### config.mk
export PLATFORM = sky130hd
export DESIGN_NAME = seg7_scan_driver
export DESIGN_NICKNAME = d
export VERILOG_FILES = /design/src/rtl/seg7_scan_driver.sv
export SDC_FILE = /design/constraint.sdc
export NUM_CORES = 1
export LEC_CHECK = 0
export ABC_AREA = 1
export ABC_CLOCK_PERIOD_IN_PS = 3900
export BUFFER_PORTS_ARGS = -buffer_cell sky130_fd_sc_hd__buf_2
export CELL_PAD_IN_SITES_DETAIL_PLACEMENT = 1
export CELL_PAD_IN_SITES_GLOBAL_PLACEMENT = 2
export CORE_MARGIN = 1.5
export CORE_UTILIZATION = 37
export CTS_BUF_LIST = sky130_fd_sc_hd__clkbuf_8
export DETAILED_ROUTE_END_ITERATION = 10
export PLACE_DENSITY = 0.85
export SYNTH_ARGS = -nofsm -noshare
export SYNTH_HDL_FRONTEND = slang
export SYNTH_SLANG_ARGS = --single-unit
### constraint.sdc
create_clock -name clk -period 3.9 [get_ports clk]
set_input_delay 0.78 -clock clk [delete_from_list [all_inputs] [get_ports clk]]
set_output_delay 0.78 -clock clk [all_outputs]
set_load 0.005 [all_outputs]
### src/rtl/seg7_scan_driver.sv
// Multiplexed 8-digit seven-segment scan driver: synchronizes the refresh index, inserts dead time,
// and commits new display data only at the frame wrap. Optional leading-zero blanking: SEG7_LZB_EN.
module seg7_scan_driver #(
  parameter int DEAD_CYCLES    = 4,
  parameter int SEG_ACTIVE_LOW = 1
) (
  input  logic        clk,
  input  logic        reset,
  input  logic [2:0]  digit_sel,
  input  logic [31:0] value,
  input  logic [7:0]  dp_in,
  input  logic        load,
  output logic        load_ack,
  input  logic        blank_lz,
  output logic [7:0]  an,
  output logic [6:0]  seg,
  output logic        dp_n
);

  typedef enum logic {SHOW, DEAD} state_t;

  state_t      state_q, state_d;
  logic [7:0]  cnt_q, cnt_d;
  logic [2:0]  sel_meta_p0, sel_sync_p1, sel_prev_p2;
  logic [31:0] shadow_val, disp_val;
  logic [7:0]  shadow_dp, disp_dp;
  logic        pending;
  logic        change, commit, blank;
  logic [7:0]  an_on;
  logic [6:0]  seg_on;
  logic        dp_on;

  function automatic logic [6:0] hex7(input logic [3:0] n);
    hex7 = 7'h00;
    case (n)
      4'h0: hex7 = 7'h3F;  4'h1: hex7 = 7'h06;  4'h2: hex7 = 7'h5B;  4'h3: hex7 = 7'h4F;
      4'h4: hex7 = 7'h66;  4'h5: hex7 = 7'h6D;  4'h6: hex7 = 7'h7D;  4'h7: hex7 = 7'h07;
      4'h8: hex7 = 7'h7F;  4'h9: hex7 = 7'h6F;  4'hA: hex7 = 7'h77;  4'hB: hex7 = 7'h7C;
      4'hC: hex7 = 7'h39;  4'hD: hex7 = 7'h5E;  4'hE: hex7 = 7'h79;  4'hF: hex7 = 7'h71;
      default: hex7 = 7'h00;
    endcase
  endfunction

  function automatic logic [7:0] pol_an(input logic [7:0] x);
    return (SEG_ACTIVE_LOW != 0) ? ~x : x;
  endfunction

  function automatic logic [6:0] pol_seg(input logic [6:0] x);
    return (SEG_ACTIVE_LOW != 0) ? ~x : x;
  endfunction

  function automatic logic pol_dp(input logic x);
    return (SEG_ACTIVE_LOW != 0) ? ~x : x;
  endfunction

`ifdef SEG7_LZB_EN
  // A digit is a leading zero while it and every higher digit are zero with no dp set.
  function automatic logic lz_blank(input logic [31:0] v, input logic [7:0] dp, input logic [2:0] k);
    logic b;
    b = (k != 3'd0);
    for (int j = 0; j < 8; j++) begin
      if ((j >= int'(k)) && ((v[4*j +: 4] != 4'h0) || dp[j])) b = 1'b0;
    end
    return b;
  endfunction

  assign blank = blank_lz && lz_blank(disp_val, disp_dp, sel_prev_p2);
`else
  logic lz_unused;
  assign lz_unused = blank_lz;
  assign blank     = 1'b0;
`endif

  assign change = (sel_sync_p1 != sel_prev_p2);
  assign commit = change && pending && (sel_sync_p1 == 3'd0) && (sel_prev_p2 == 3'd7);

  always_comb begin
    state_d = state_q;
    cnt_d   = cnt_q;
    if (change) begin
      state_d = DEAD;
      cnt_d   = 8'(DEAD_CYCLES);
    end else if (state_q == DEAD) begin
      if (cnt_q <= 8'd1) state_d = SHOW;
      else               cnt_d   = cnt_q - 8'd1;
    end
  end

  // Outputs are registered from the next state so anodes drop on the same edge DEAD is entered.
  always_comb begin
    an_on  = 8'h00;
    seg_on = 7'h00;
    dp_on  = 1'b0;
    if (state_d == SHOW) begin
      an_on[sel_prev_p2] = 1'b1;
      if (!blank) begin
        seg_on = hex7(disp_val[{sel_prev_p2, 2'b00} +: 4]);
        dp_on  = disp_dp[sel_prev_p2];
      end
    end
  end

  // Stage p0/p1: two-flop synchronizer; stage p2: previous synchronized index.
  always_ff @(posedge clk) begin
    if (reset) begin
      sel_meta_p0 <= 3'd0;
      sel_sync_p1 <= 3'd0;
      sel_prev_p2 <= 3'd0;
      shadow_val  <= 32'h0;
      shadow_dp   <= 8'h0;
      disp_val    <= 32'h0;
      disp_dp     <= 8'h0;
      pending     <= 1'b0;
      load_ack    <= 1'b0;
      state_q     <= DEAD;
      cnt_q       <= 8'(DEAD_CYCLES);
      an          <= pol_an(8'h00);
      seg         <= pol_seg(7'h00);
      dp_n        <= pol_dp(1'b0);
    end else begin
      sel_meta_p0 <= digit_sel;
      sel_sync_p1 <= sel_meta_p0;
      sel_prev_p2 <= sel_sync_p1;
      state_q     <= state_d;
      cnt_q       <= cnt_d;
      load_ack    <= commit;
      if (commit) begin
        disp_val <= shadow_val;
        disp_dp  <= shadow_dp;
      end
      if (load) begin
        shadow_val <= value;
        shadow_dp  <= dp_in;
      end
      if (load)        pending <= 1'b1;
      else if (commit) pending <= 1'b0;
      an   <= pol_an(an_on);
      seg  <= pol_seg(seg_on);
      dp_n <= pol_dp(dp_on);
    end
  end

endmodule

### Yosys cells after proc, flatten, opt, wreduce, memory -nomap -nowiden

Memories as Yosys holds them, arrays and structs flattened.
Cells that the tools add are included.

* latch bits: 0
* bits in writable memories: 0
* logic and storage cells: 46
* memories kept: 1
* bits in registers: 116
* ROM bits: 112
* output and inout port bits: 17
* input port bits: 47

* divide/modulo/power cells: 0
* bitwise gates (word level): 4
* equal/unequal tests: 2
* mux-type cells: 12
* reductions and logical operators: 8
* add/sub/neg operators: 1
* $lt $le $gt $ge: 3
* multiply operators: 0
* shifts and indexed selects: 1

Memories
* (name not given): words 16, bits a word 7, rd ports 1, clocked after memory_dff 0, write ports 0, RTL line 35 `case (n)`

Operators by type and width (count)
* $shiftx 32x6->4: 1
* $le 8x1->1 const B: 1
* $mux 1: 8
* $mux 8: 1
* $not 8->8: 1
* $sub 8x1->8 const B: 1
* $mux 7: 1
* $not 7->7: 1
* $logic_and 1x1->1: 4
* $lt 3x4->1 const B: 1
* $bmux 1 s3: 1
* $demux 1 s3: 1
* $eq 3x3->1 const B: 1
* $ge 3x1->1 const B: 1
* $logic_not 3->1: 1
* $ne 3x3->1: 1
* $not 1->1: 2
* $reduce_and 2->1: 1
* $reduce_bool 2->1: 1
* $reduce_or 2->1: 1

### Logic depth before layout (Yosys ltp)

* word-level depth: 6
* gate-level depth with buffers: 14

### Least setup slack after synthesis

Ideal clock, no wire load.

* path type: register to register
* start: reg sel_prev_p2[0]
* end: reg seg[1]
* clock period less this slack: 1.751 ns
* slack: 2.149 ns
* setup time: 0.113 ns
* data arrival time: 1.637 ns
* buffers on the path: 2
* cell stages (with the launch flop): 15
* cells stage by stage: dfxtp_1 > buf_6 > inv_8 > buf_12 > nor2_1 > nand2_1 > nand2_1 > nor2_1 > nand2_1 > inv_1 > ha_1 > nand2_2 > nor2_1 > nor2_1 > nand2_1

* cells in the longest elaborated chain, start to end: 4

Ends and longest elaborated chain
* from (decl): RTL line 24 `logic [2:0] sel_meta_p0, sel_sync_p1, sel_prev_p2;`
* from (signal assigned): RTL line 123 `sel_prev_p2 <= sel_sync_p1;`
* $shiftx 32x6->4 / $ne 3x3->1 (equally long branches): RTL line 97, 74
* $mem_v2 16x7 / $mux 1 (equally long branches)
* $mux 7 *: RTL line 94 `if (state_d == SHOW) begin`
* $not 7->7 *: RTL line 49 `return (SEG_ACTIVE_LOW != 0) ? ~x : x;`
* to (signal assigned): RTL line 118 `seg <= pol_seg(7'h00);`
* to (signal assigned): RTL line 138 `seg <= pol_seg(seg_on);`
* to (decl): RTL line 16 `output logic [6:0] seg,`

Mark *: on every way between the ends. The rest lies on a longest branch, timed or not.
A chain may end at the register's enable or synchronous reset.

### Worst setup path in the final report

Same ends and word-level chain as after synthesis.

==> flow_metrics.tcl <==
set metrics [dict create \
    die_x_um 117 \
    max-cap-violations 0 \
    setup_viol 0 \
    grt_pass1_vias 4124 \
    die_area_sq_mm 0.0137 \
    drive_gt1_share_pct 18.2 \
    vias_per_cell 4.66 \
    grtUsageTotal_pct 18.9 \
    power_frac_seq_pct 50.6 \
    grt_max_degree 47 \
    ys_ff_latch 116 \
    cts_hold_buf 0 \
    cts_tree "yes" \
    hold_path.class "register to register" \
    sw_frac_of_total_pct 26.4 \
    dp_hpwl_um 8220 \
    cts_setup_buffers 0 \
    coreArea_sq_mm 0.0126 \
    internal_power_uw 1870 \
    finalClockSkew_ns 0.00784 \
    post-route-min-period_ns 2.49 \
    ir_worst_vdd_uv 193 \
    synth_fp_nets 685 \
    insertion_delay_ns 0.44 \
    power.switching_uw 672 \
    ys.flop_type "dfxtp_1" \
    hold_ws_ns 0.399 \
    place.gp.congestion 0.795 \
    maxSlewHeadroom_pct 46.7 \
    synth_warnings 0 \
    die_h_um 117 \
    cts.sinks 116 \
    synth_edf_count 0 \
    status "finished clean" \
    nNetsFinal 739 \
    area_delta_synth_final_pct 14.3 \
    hp-start "sel_meta_p0[0]$_SDFF_PP0_" \
    grt_overflow 0 \
    n_antenna_cell 0 \
    r2r_start "sel_prev_p2[0]$_SDFF_PP0_" \
    hold_violations 0 \
    leakage_uw 0.00242 \
    cts_max_path_buffers 2 \
    utilization_pct 43.5 \
    cts_resized 0 \
    critPathLaunch "sel_prev_p2[0]$_SDFF_PP0_" \
    async_flop_share_pct 0 \
    pin_count 64 \
    finalCritPeriodShare_pct 63.7 \
    clkTransAtPathRegs_ns 0.06 \
    tns_ns 0 \
    synthCells 630 \
    required_ns 4.23 \
    synth_area_leaders "dfxtp_1, nor2_1, nand2_1" \
    dr.first_iter.drc_count 165 \
    slew_viol_final 0 \
    max_freq_mhz 402 \
    grt_antenna_before_repair 0 \
    drcViolationCount 0 \
    ant_nets 0 \
    crit_arrival_ns 2.81 \
    initial_core_util_pct 38.1 \
    start_kind "register" \
    yosysSeqAreaShare_pct 48.4 \
    fin_ws_ns 1.41 \
    routed-via-count 4049 \
    wirelength_um 11600 \
    grt_pass1_wl_um 19600 \
    synth.top_cell.area_share_pct 48.4 \
    htree_levels 4 \
    yosys.area.top_type "dfxtp_1" \
    clockRootBuffer "clkbuf_8" \
    end_kind "register" \
    clkPwrFrac_pct 37.9 \
    power_density_mw_per_mm2 464 \
    worst-setup-path-type "register to register" \
    rsz0062_at_grt "no" \
    ys_types 35 \
    fill_cells 1632 \
    syn_area_sq_mm 0.00480 \
    synth_area_per_cell_sq_um 7.62 \
    fp-row-count 41 \
    cts_buffers 17 \
    p_total_uw 2550 \
    cp_max_fo 16 \
    port_buffers 62 \
    place_ws_ns 1.29 \
    avgRoutedWirePerCell_um 13.3 \
    tightest_slew_ns 0.798 \
    drtPass1Iterations 5 \
    reg2reg_setup_slack_ns 1.41 \
    combPwrFrac_pct 11.5 \
]
registers in the layout (all words and copies together), names as in the netlist:
signal,flops
load_ack,1
sel_prev_p2,3
seg,7
shadow_dp,8
cnt_q,8
state_q,1
sel_meta_p0,3
disp_val,32
disp_dp,8
an,8
shadow_val,32
pending,1
dp_n,1
sel_sync_p1,3
cells in the final DEF (no fill, tap or decap), types with 5 or more instances in the layout:
cell type / n
a21oi_1: 35
buf_2: 62
clkbuf_8: 19
dfxtp_1: 116
ha_1: 8
inv_1: 57
inv_2: 8
nand2_1: 95
nand2_2: 9
nand3_1: 15
nand3_2: 5
nand4_1: 5
nor2_1: 146
o21ai_0: 61
o21ai_1: 18
xnor2_1: 7
path summary, 6_finish.rpt:
| kind | depth (start not counted) | endpoint |
|---|---|---|
| hold reg to reg | 2 | sel_sync_p1[0]$_SDFF_PP0_ |
| setup / recovery | 12 | seg[1]$_SDFF_PP1_ |
| setup reg to reg | 12 | seg[1]$_SDFF_PP1_ |
| hold / removal | 2 | sel_sync_p1[0]$_SDFF_PP0_ |
synth_stat cells (2+ instances only):
library cell and count:
nand3_2 5, inv_2 8, nand3_1 15, inv_1 49
nand2_1 95, a211oi_2 3, nor2_1 146, o21ai_0 61
buf_2 2, ha_1 8, xnor2_1 7, o21ai_1 18
clkbuf_1 15, nand2_4 4, buf_4 3, nor2_2 3
dfxtp_1 116, buf_6 8, nand4_1 5, a21oi_1 35
nand2_2 9, nor2_4 2
cells by family (layout without fill, tap and decap cells):
family | Yosys count | in the layout | synth area share (%)
compound gates | 120 | 120 | 13.2
flops | 116 | 116 | 48.4
xor+xnor | 8 | 8 | 1.46
buf+inv | 89 | 156 | 9.02
fa+ha+maj | 8 | 8 | 2.08
simple gates | 289 | 289 | 25.9
worst max-delay path, cell delays in order, from the launching register on:
cell and delay [ns]:
dfxtp_1 0.84, inv_8 0.13, nor2_1 0.32, nand2_1 0.09
nand2_1 0.07, nor2_1 0.06, nand2_1 0.15, inv_1 0.12
ha_1 0.32, nand2_2 0.08, nor2_1 0.05, nor2_1 0.08
nand2_1 0.06
layout make-up:
class	count	area (sq um)	share of cell area (%)
sequential	116	2320	42.3
timing repair buffer	65	333	6.06
multi-input combinational	425	2050	37.3
tap	172	215	3.92
clock buffer	19	262	4.77
clock inverter	13	80.1	1.46
inverter	59	229	4.17
layer usage:
layer,vias to the layer above,share of wire [%],track usage (%)
met5,-,0,0
met2,57,50,32.3
met3,12,3.1,4.63
met4,0,1.2,7.63
li1,2098,-,-
met1,1882,46,23.0
through the flow:
step                      cell area, sq um  instances
after floorplan                       4800        630
after global placement                5150        837
after detailed placement              5150        837
after CTS                             5490        869
after global routing                  5490        869
final                                 5490        869
power by group through the flow:
stage	clock, uW	sequential (uW)	combinational (uW)
after floorplan	0	1300	216
after global placement	0	1310	285
after detailed placement	0	1310	297
after CTS	993	1290	299
after global routing	1050	1300	342
final	964	1290	293
(Power assumes the default switching activity.)
